### config.mk
export PLATFORM = sky130hd
export DESIGN_NAME = quiz_lock_ctrl
export DESIGN_NICKNAME = d
export VERILOG_FILES = /design/src/rtl/quiz_lock_ctrl.sv
export SDC_FILE = /design/constraint.sdc
export NUM_CORES = 1
export LEC_CHECK = 0
export ABC_AREA = 1
export CAP_MARGIN = 30
export CORE_MARGIN = 2
export CORE_UTILIZATION = 27
export CTS_BUF_LIST = sky130_fd_sc_hd__clkbuf_2
export DETAILED_ROUTE_END_ITERATION = 10
export GPL_TIMING_DRIVEN = 0
export PLACE_DENSITY = 0.4
export SYNTH_ARGS = -nofsm -noshare
export SYNTH_HDL_FRONTEND = slang
export SYNTH_SLANG_ARGS = --single-unit
### constraint.sdc
create_clock -name clk -period 6.55 [get_ports clk]
set_input_delay 0.9825 -clock clk [delete_from_list [all_inputs] [get_ports clk]]
set_output_delay 0.9825 -clock clk [all_outputs]
set_load 0.01 [all_outputs]
### src/rtl/quiz_lock_ctrl.sv
// Quiz lockout sequencer: synchronises the encoder and host buttons, runs the arm/lock/timeout FSM,
// counts the answer time down and time-multiplexes contestant and timer digits to the 7-segment decoder.
module quiz_lock_ctrl #(
    parameter int TICK_DIV   = 50000000,
    parameter int SCAN_DIV   = 50000,
    parameter int ANSWER_SEC = 9,
    parameter int BUZZ_CYC   = 25000000
) (
    input  logic       clk,
    input  logic       rst_n,
    input  logic       start_n,
    input  logic       clear_n,
    input  logic       enc_gs_n,
    input  logic [3:0] enc_code,
    output logic       lock_valid,
    output logic [3:0] lock_code,
    output logic       foul,
    output logic       timeout,
    output logic [2:0] state_o,
    output logic [3:0] bcd_out,
    output logic [3:0] dig_en_n,
    output logic       buzz
);

    localparam int PW = $clog2(TICK_DIV);
    localparam int SW = (SCAN_DIV > 1) ? $clog2(SCAN_DIV) : 1;
    localparam int BW = $clog2(BUZZ_CYC + 1);
    localparam logic [6:0]    TIMER_INIT = 7'(ANSWER_SEC);
    localparam logic [PW-1:0] PRESC_LAST = PW'(TICK_DIV - 1);
    localparam logic [SW-1:0] SCAN_LAST  = SW'(SCAN_DIV - 1);
    localparam logic [BW-1:0] BUZZ_LOAD  = BW'(BUZZ_CYC);

    typedef enum logic [2:0] {
        S_IDLE    = 3'd0,
        S_ARMED   = 3'd1,
        S_LOCKED  = 3'd2,
        S_TIMEOUT = 3'd3,
        S_FOUL    = 3'd4
    } state_t;

    // Active-low controls idle high, so their synchronisers reset to 1.
    logic [2:0] ctl_raw;
    logic [2:0] ctl_sync;
    assign ctl_raw = {start_n, clear_n, enc_gs_n};

    genvar gi;
    generate
        for (gi = 0; gi < 3; gi++) begin : g_ctl_sync
            logic s1_reg;
            logic s2_reg;
            always_ff @(posedge clk) begin
                if (!rst_n) begin
                    s1_reg <= 1'b1;
                    s2_reg <= 1'b1;
                end else begin
                    s1_reg <= ctl_raw[gi];
                    s2_reg <= s1_reg;
                end
            end
            assign ctl_sync[gi] = s2_reg;
        end
    endgenerate

    logic [3:0] code_s1_reg;
    logic [3:0] code_s2_reg;
    logic       start_prev_reg;

    always_ff @(posedge clk) begin
        if (!rst_n) begin
            code_s1_reg    <= 4'd0;
            code_s2_reg    <= 4'd0;
            start_prev_reg <= 1'b1;
        end else begin
            code_s1_reg    <= enc_code;
            code_s2_reg    <= code_s1_reg;
            start_prev_reg <= ctl_sync[2];
        end
    end

    logic start_pulse;
    logic clear_req;
    logic press;
    assign start_pulse = start_prev_reg & ~ctl_sync[2];
    assign clear_req   = ~ctl_sync[1];
    assign press       = ~ctl_sync[0];

    state_t        state_reg;
    logic          lock_valid_reg;
    logic [3:0]    lock_code_reg;
    logic          foul_reg;
    logic          timeout_reg;
    logic [6:0]    timer_reg;
    logic [PW-1:0] presc_reg;
    logic [BW-1:0] buzz_cnt_reg;

    always_ff @(posedge clk) begin
        if (!rst_n) begin
            state_reg      <= S_IDLE;
            lock_valid_reg <= 1'b0;
            lock_code_reg  <= 4'd0;
            foul_reg       <= 1'b0;
            timeout_reg    <= 1'b0;
            timer_reg      <= TIMER_INIT;
            presc_reg      <= '0;
            buzz_cnt_reg   <= '0;
        end else begin
            if (buzz_cnt_reg != '0) begin
                buzz_cnt_reg <= buzz_cnt_reg - BW'(1);
            end
            if (clear_req) begin
                state_reg      <= S_IDLE;
                lock_valid_reg <= 1'b0;
                foul_reg       <= 1'b0;
                timeout_reg    <= 1'b0;
                timer_reg      <= TIMER_INIT;
                presc_reg      <= '0;
                buzz_cnt_reg   <= '0;
            end else begin
                case (state_reg)
                    S_IDLE: begin
                        timer_reg <= TIMER_INIT;
                        // A key already down when the host starts is a false start.
                        if (press) begin
                            state_reg      <= S_FOUL;
                            lock_valid_reg <= 1'b1;
                            foul_reg       <= 1'b1;
                            lock_code_reg  <= code_s2_reg;
                            buzz_cnt_reg   <= BUZZ_LOAD;
                        end else if (start_pulse) begin
                            state_reg <= S_ARMED;
                            presc_reg <= '0;
                        end
                    end
                    S_ARMED: begin
                        if (press) begin
                            state_reg      <= S_LOCKED;
                            lock_valid_reg <= 1'b1;
                            lock_code_reg  <= code_s2_reg;
                            buzz_cnt_reg   <= BUZZ_LOAD;
                        end else if (presc_reg == PRESC_LAST) begin
                            presc_reg <= '0;
                            if (timer_reg != 7'd0) begin
                                timer_reg <= timer_reg - 7'd1;
                            end
                            if (timer_reg <= 7'd1) begin
                                state_reg    <= S_TIMEOUT;
                                timeout_reg  <= 1'b1;
                                buzz_cnt_reg <= BUZZ_LOAD;
                            end
                        end else begin
                            presc_reg <= presc_reg + PW'(1);
                        end
                    end
                    default: ;
                endcase
            end
        end
    end

    // Display digits, built from the current register values.
    logic [4:0] contestant;
    logic [3:0] digit_val [4];
    assign contestant = 5'(lock_code_reg) + 5'd1;

    always_comb begin
        digit_val[0] = 4'hF;
        digit_val[1] = 4'hF;
        if (lock_valid_reg) begin
            digit_val[0] = (contestant >= 5'd10) ? 4'd1 : 4'hF;
            digit_val[1] = (contestant >= 5'd10) ? 4'(contestant - 5'd10) : contestant[3:0];
        end
        digit_val[2] = (timer_reg >= 7'd10) ? 4'(timer_reg / 7'd10) : 4'hF;
        digit_val[3] = 4'(timer_reg % 7'd10);
    end

    logic [SW-1:0] scan_cnt_reg;
    logic [1:0]    dig_ptr_reg;
    logic [1:0]    dig_ptr_next;
    logic [3:0]    dig_en_n_reg;
    logic [3:0]    bcd_out_reg;

    assign dig_ptr_next = (scan_cnt_reg == SCAN_LAST) ? dig_ptr_reg + 2'd1 : dig_ptr_reg;

    always_ff @(posedge clk) begin
        if (!rst_n) begin
            scan_cnt_reg <= '0;
            dig_ptr_reg  <= 2'd0;
            dig_en_n_reg <= 4'b1110;
            bcd_out_reg  <= 4'hF;
        end else begin
            scan_cnt_reg <= (scan_cnt_reg == SCAN_LAST) ? '0 : scan_cnt_reg + SW'(1);
            dig_ptr_reg  <= dig_ptr_next;
            dig_en_n_reg <= ~(4'b0001 << dig_ptr_next);
            bcd_out_reg  <= digit_val[dig_ptr_next];
        end
    end

    assign lock_valid = lock_valid_reg;
    assign lock_code  = lock_code_reg;
    assign foul       = foul_reg;
    assign timeout    = timeout_reg;
    assign state_o    = state_reg;
    assign bcd_out    = bcd_out_reg;
    assign dig_en_n   = dig_en_n_reg;
    assign buzz       = (buzz_cnt_reg != '0);

endmodule

==> impl_metrics.env <==
export IMPL_vias_per_cell=4.508
export IMPL_grt_pass1_wl_um=23160
export IMPL_hold_end="code_s2_reg[1]"
export IMPL_fin_ws_ns=2.908
export IMPL_cts_sinks=109
export IMPL_drive_gt1_share_pct=10.31
export IMPL_max_freq_mhz=274.6
export IMPL_fin_nets=833
export IMPL_min_period_ns=3.642
export IMPL_drt_initial_drc_count=216
export IMPL_syn_avg_cell_area_um2=7.220
export IMPL_rows=52
export IMPL_syn_inst=772
export IMPL_fin_total_pwr_uw=1948
export IMPL_largest_register_ffs=26
export IMPL_clock_latency_ns=0.63
export IMPL_place_congestion=0.8373
export IMPL_die_h_um=147.7
export IMPL_drt_drc_violations_left=0
export IMPL_final_max_slew_viol_count=0
export IMPL_holdBufCountCts=0
export IMPL_rsz0062_at_grt="no"
export IMPL_path_cells="inv_1 > ha_1 > inv_1 > nor2_2 > inv_1 > nor3_4 > nand4_4 > clkdlybuf4s50_1"
export IMPL_cts_tree="done"
export IMPL_cts_root_buffer="clkbuf_2"
export IMPL_combPwrFrac_pct=39.0
export IMPL_grt_ovfl_total=0
export IMPL_track_usage_pct=12.97
export IMPL_worstPathRequired_ns=5.57
export IMPL_syn_area_mm2=0.005574
export IMPL_synth_top_cell_area_share_pct=39.15
export IMPL_yosys_warnings=0
export IMPL_hold_class="flop to flop"
export IMPL_cts_resized=0
export IMPL_cts_inserted_buffers=9
export IMPL_dp_cells=1069
export IMPL_synth_edf_count=0
export IMPL_ys_types=55
export IMPL_synth_nets=795
export IMPL_dieWidth_um=147.7
export IMPL_swShare_pct=41.12
export IMPL_start_util_pct=27.55
export IMPL_power_frac_clock_pct=18.9
export IMPL_firstDrtPassIters=4
export IMPL_synthArstFlopShare_pct=0
export IMPL_r2r_end="bcd_out[2]"
export IMPL_start_kind="flop"
export IMPL_relSlewSlack_pct=58.34
export IMPL_worstPathArrival_ns=2.66
export IMPL_grt_max_degree=19
export IMPL_power_switching_uw=801.2
export IMPL_synthFlopType="dfxtp_1"
export IMPL_post_route_period_util_pct=55.61
export IMPL_wl_um=13520
export IMPL_hp_start="code_s1_reg[1]"
export IMPL_hold_violations=0
export IMPL_internal_power_uw=1147
export IMPL_yosys_top_cells_area="dfxtp_1, nand2_1, inv_1"
export IMPL_final_cell_mix="nand2_1, inv_1, dfxtp_1"
export IMPL_antenna_found_initial=1
export IMPL_critical_path_class="flop to output pin"
export IMPL_critPathBufInv=4
export IMPL_hpwl_um=10240
export IMPL_synth_top_area_cell="dfxtp_1"
export IMPL_wl_per_cell_um=12.45
export IMPL_clockBufferDepth=2
export IMPL_outcome="finished clean"
export IMPL_critPathTopFamily="buffers and inverters"
export IMPL_stdcell_count=1086
export IMPL_critPathSlowestCell="clkdlybuf4s50_1"
export IMPL_finalSetupViolations=0
export IMPL_synth_ff_latch_count=109
export IMPL_layout_commonest_cell="nand2_1"
export IMPL_die_area_mm2=0.02181
export IMPL_port_buffers=27
export IMPL_rrSetupSlack_ns=3.45
export IMPL_skew_ns=0.03928
export IMPL_endpoint_kind="output pin"
export IMPL_p_leak_uw=0.002557
export IMPL_max_slew_worst_pin_slew_ns=0.6249
export IMPL_seq_area_mm2=0.002182
export IMPL_ctsHtreeMaxLevel=3
export IMPL_fill_cells=2173
export IMPL_maxCapViolations=0
export IMPL_max_stage_delay_ns=0.55
export IMPL_syn2layout_area_growth_pct=13.49
export IMPL_multi_input_area_mm2=0.002874
export IMPL_pre_cts_ws_ns=3.420
export IMPL_clk_pin_slew_ns=0.32
export IMPL_vias=4896
export IMPL_fin_setup_tns_ns=0
export IMPL_core_mm2=0.02023
export IMPL_holdPathStages=2
export IMPL_cpMostUsedCell="inv_1"
export IMPL_cts_setup_buffers=0
export IMPL_grt_pass1_vias=4732
export IMPL_yosysSeqAreaShare_pct=39.15
export IMPL_ios=28
export IMPL_peakVddDrop_v=0.0001102
export IMPL_rr_worst_depth=18
export IMPL_postRouteAntennaNets=0
export IMPL_p_per_area_mw_per_mm2=308.0
export IMPL_r2r_start="timer_reg[4]"
export IMPL_path_max_fanout=9
export IMPL_p_seq_share_pct=42.1
power groups by stage:
stage / clock network [µW] / registers (µW) / logic [µW]
after floorplan: 0 / 815 / 614
after global placement: 0 / 833 / 757
after detailed placement: 0 / 833 / 766
after CTS: 392 / 821 / 770
after global routing: 409 / 832 / 877
final: 368 / 820 / 760
cell type report:
class / count / area share, %
clock inverter: 7 / 1.523
inverter: 121 / 7.219
timing repair buffer: 27 / 4.272
tap: 270 / 5.340
antenna: 1 / 0.03956
buffer: 11 / 0.9691
multi-input combinational: 531 / 45.43
sequential: 109 / 34.49
clock buffer: 9 / 0.7120
synthesized netlist by cell type (4+ instances only):
cell type / number
a21oi_1: 61
a31oi_1: 5
clkbuf_1: 7
dfxtp_1: 109
ha_1: 14
inv_1: 110
inv_2: 10
nand2_1: 131
nand2_2: 12
nand3_1: 39
nand3_2: 6
nand4_1: 14
nor2_1: 89
nor2_4: 4
nor3_1: 32
nor4_1: 7
o21ai_0: 38
o21ai_1: 5
or2_2: 12
xnor2_1: 4
xor2_1: 13
worst max-delay path by stage:
| stage | to | depth (start not counted) | slack [ns] | start |
|---|---|---|---|---|
| after CTS | buzz | 8 | 2.83 | buzz_cnt_reg[0] |
| after global placement | presc_reg[12] | 5 | 3.37 | rst_n |
| after detailed placement | presc_reg[12] | 5 | 3.42 | rst_n |
| after floorplan | bcd_out[2] | 18 | 3.97 | timer_reg[4] |
| final | buzz | 8 | 2.91 | buzz_cnt_reg[0] |
| after global routing | buzz | 8 | 2.67 | buzz_cnt_reg[0] |
metrics by stage:
stage	hold WS (ns)	instance area (µm²)	util, %
after floorplan	0.3905	5574	-
after global placement	0.3951	6182	30.55
after detailed placement	0.3981	6182	30.55
after CTS	0.4353	6324	31.25
after global routing	0.4386	6326	31.26
final	0.4376	6326	31.26
worst reg2reg max path: cells and delay by family (launching register included):
family / cells / cell delay (ns)
AOI/OAI and AO/OA: 1 / 0.28
adders and majority gates: 3 / 0.70
buffers and inverters: 4 / 0.35
DFF: 1 / 0.55
muxes: 1 / 0.31
and+or+nand+nor: 9 / 0.83
per-layer routing:
metal | share of wire [%] | track usage [%]
met3 | 3.2 | 3.056
met5 | 0 | 0
met1 | 49 | 17.23
met4 | 1.1 | 3.365
met2 | 46 | 21.19
cell families after synthesis:
group / count (synthesis) / share of synthesized area, %
XOR/XNOR: 17 / 2.671
buffers and inverters: 132 / 9.293
multiplexers: 1 / 0.1796
AO/OA/AOI/OAI: 133 / 13.49
AND/OR/NAND/NOR: 366 / 32.08
adder cells (fa/ha/maj): 14 / 3.143
flip-flops: 109 / 39.15
(Power assumes the default switching activity.)
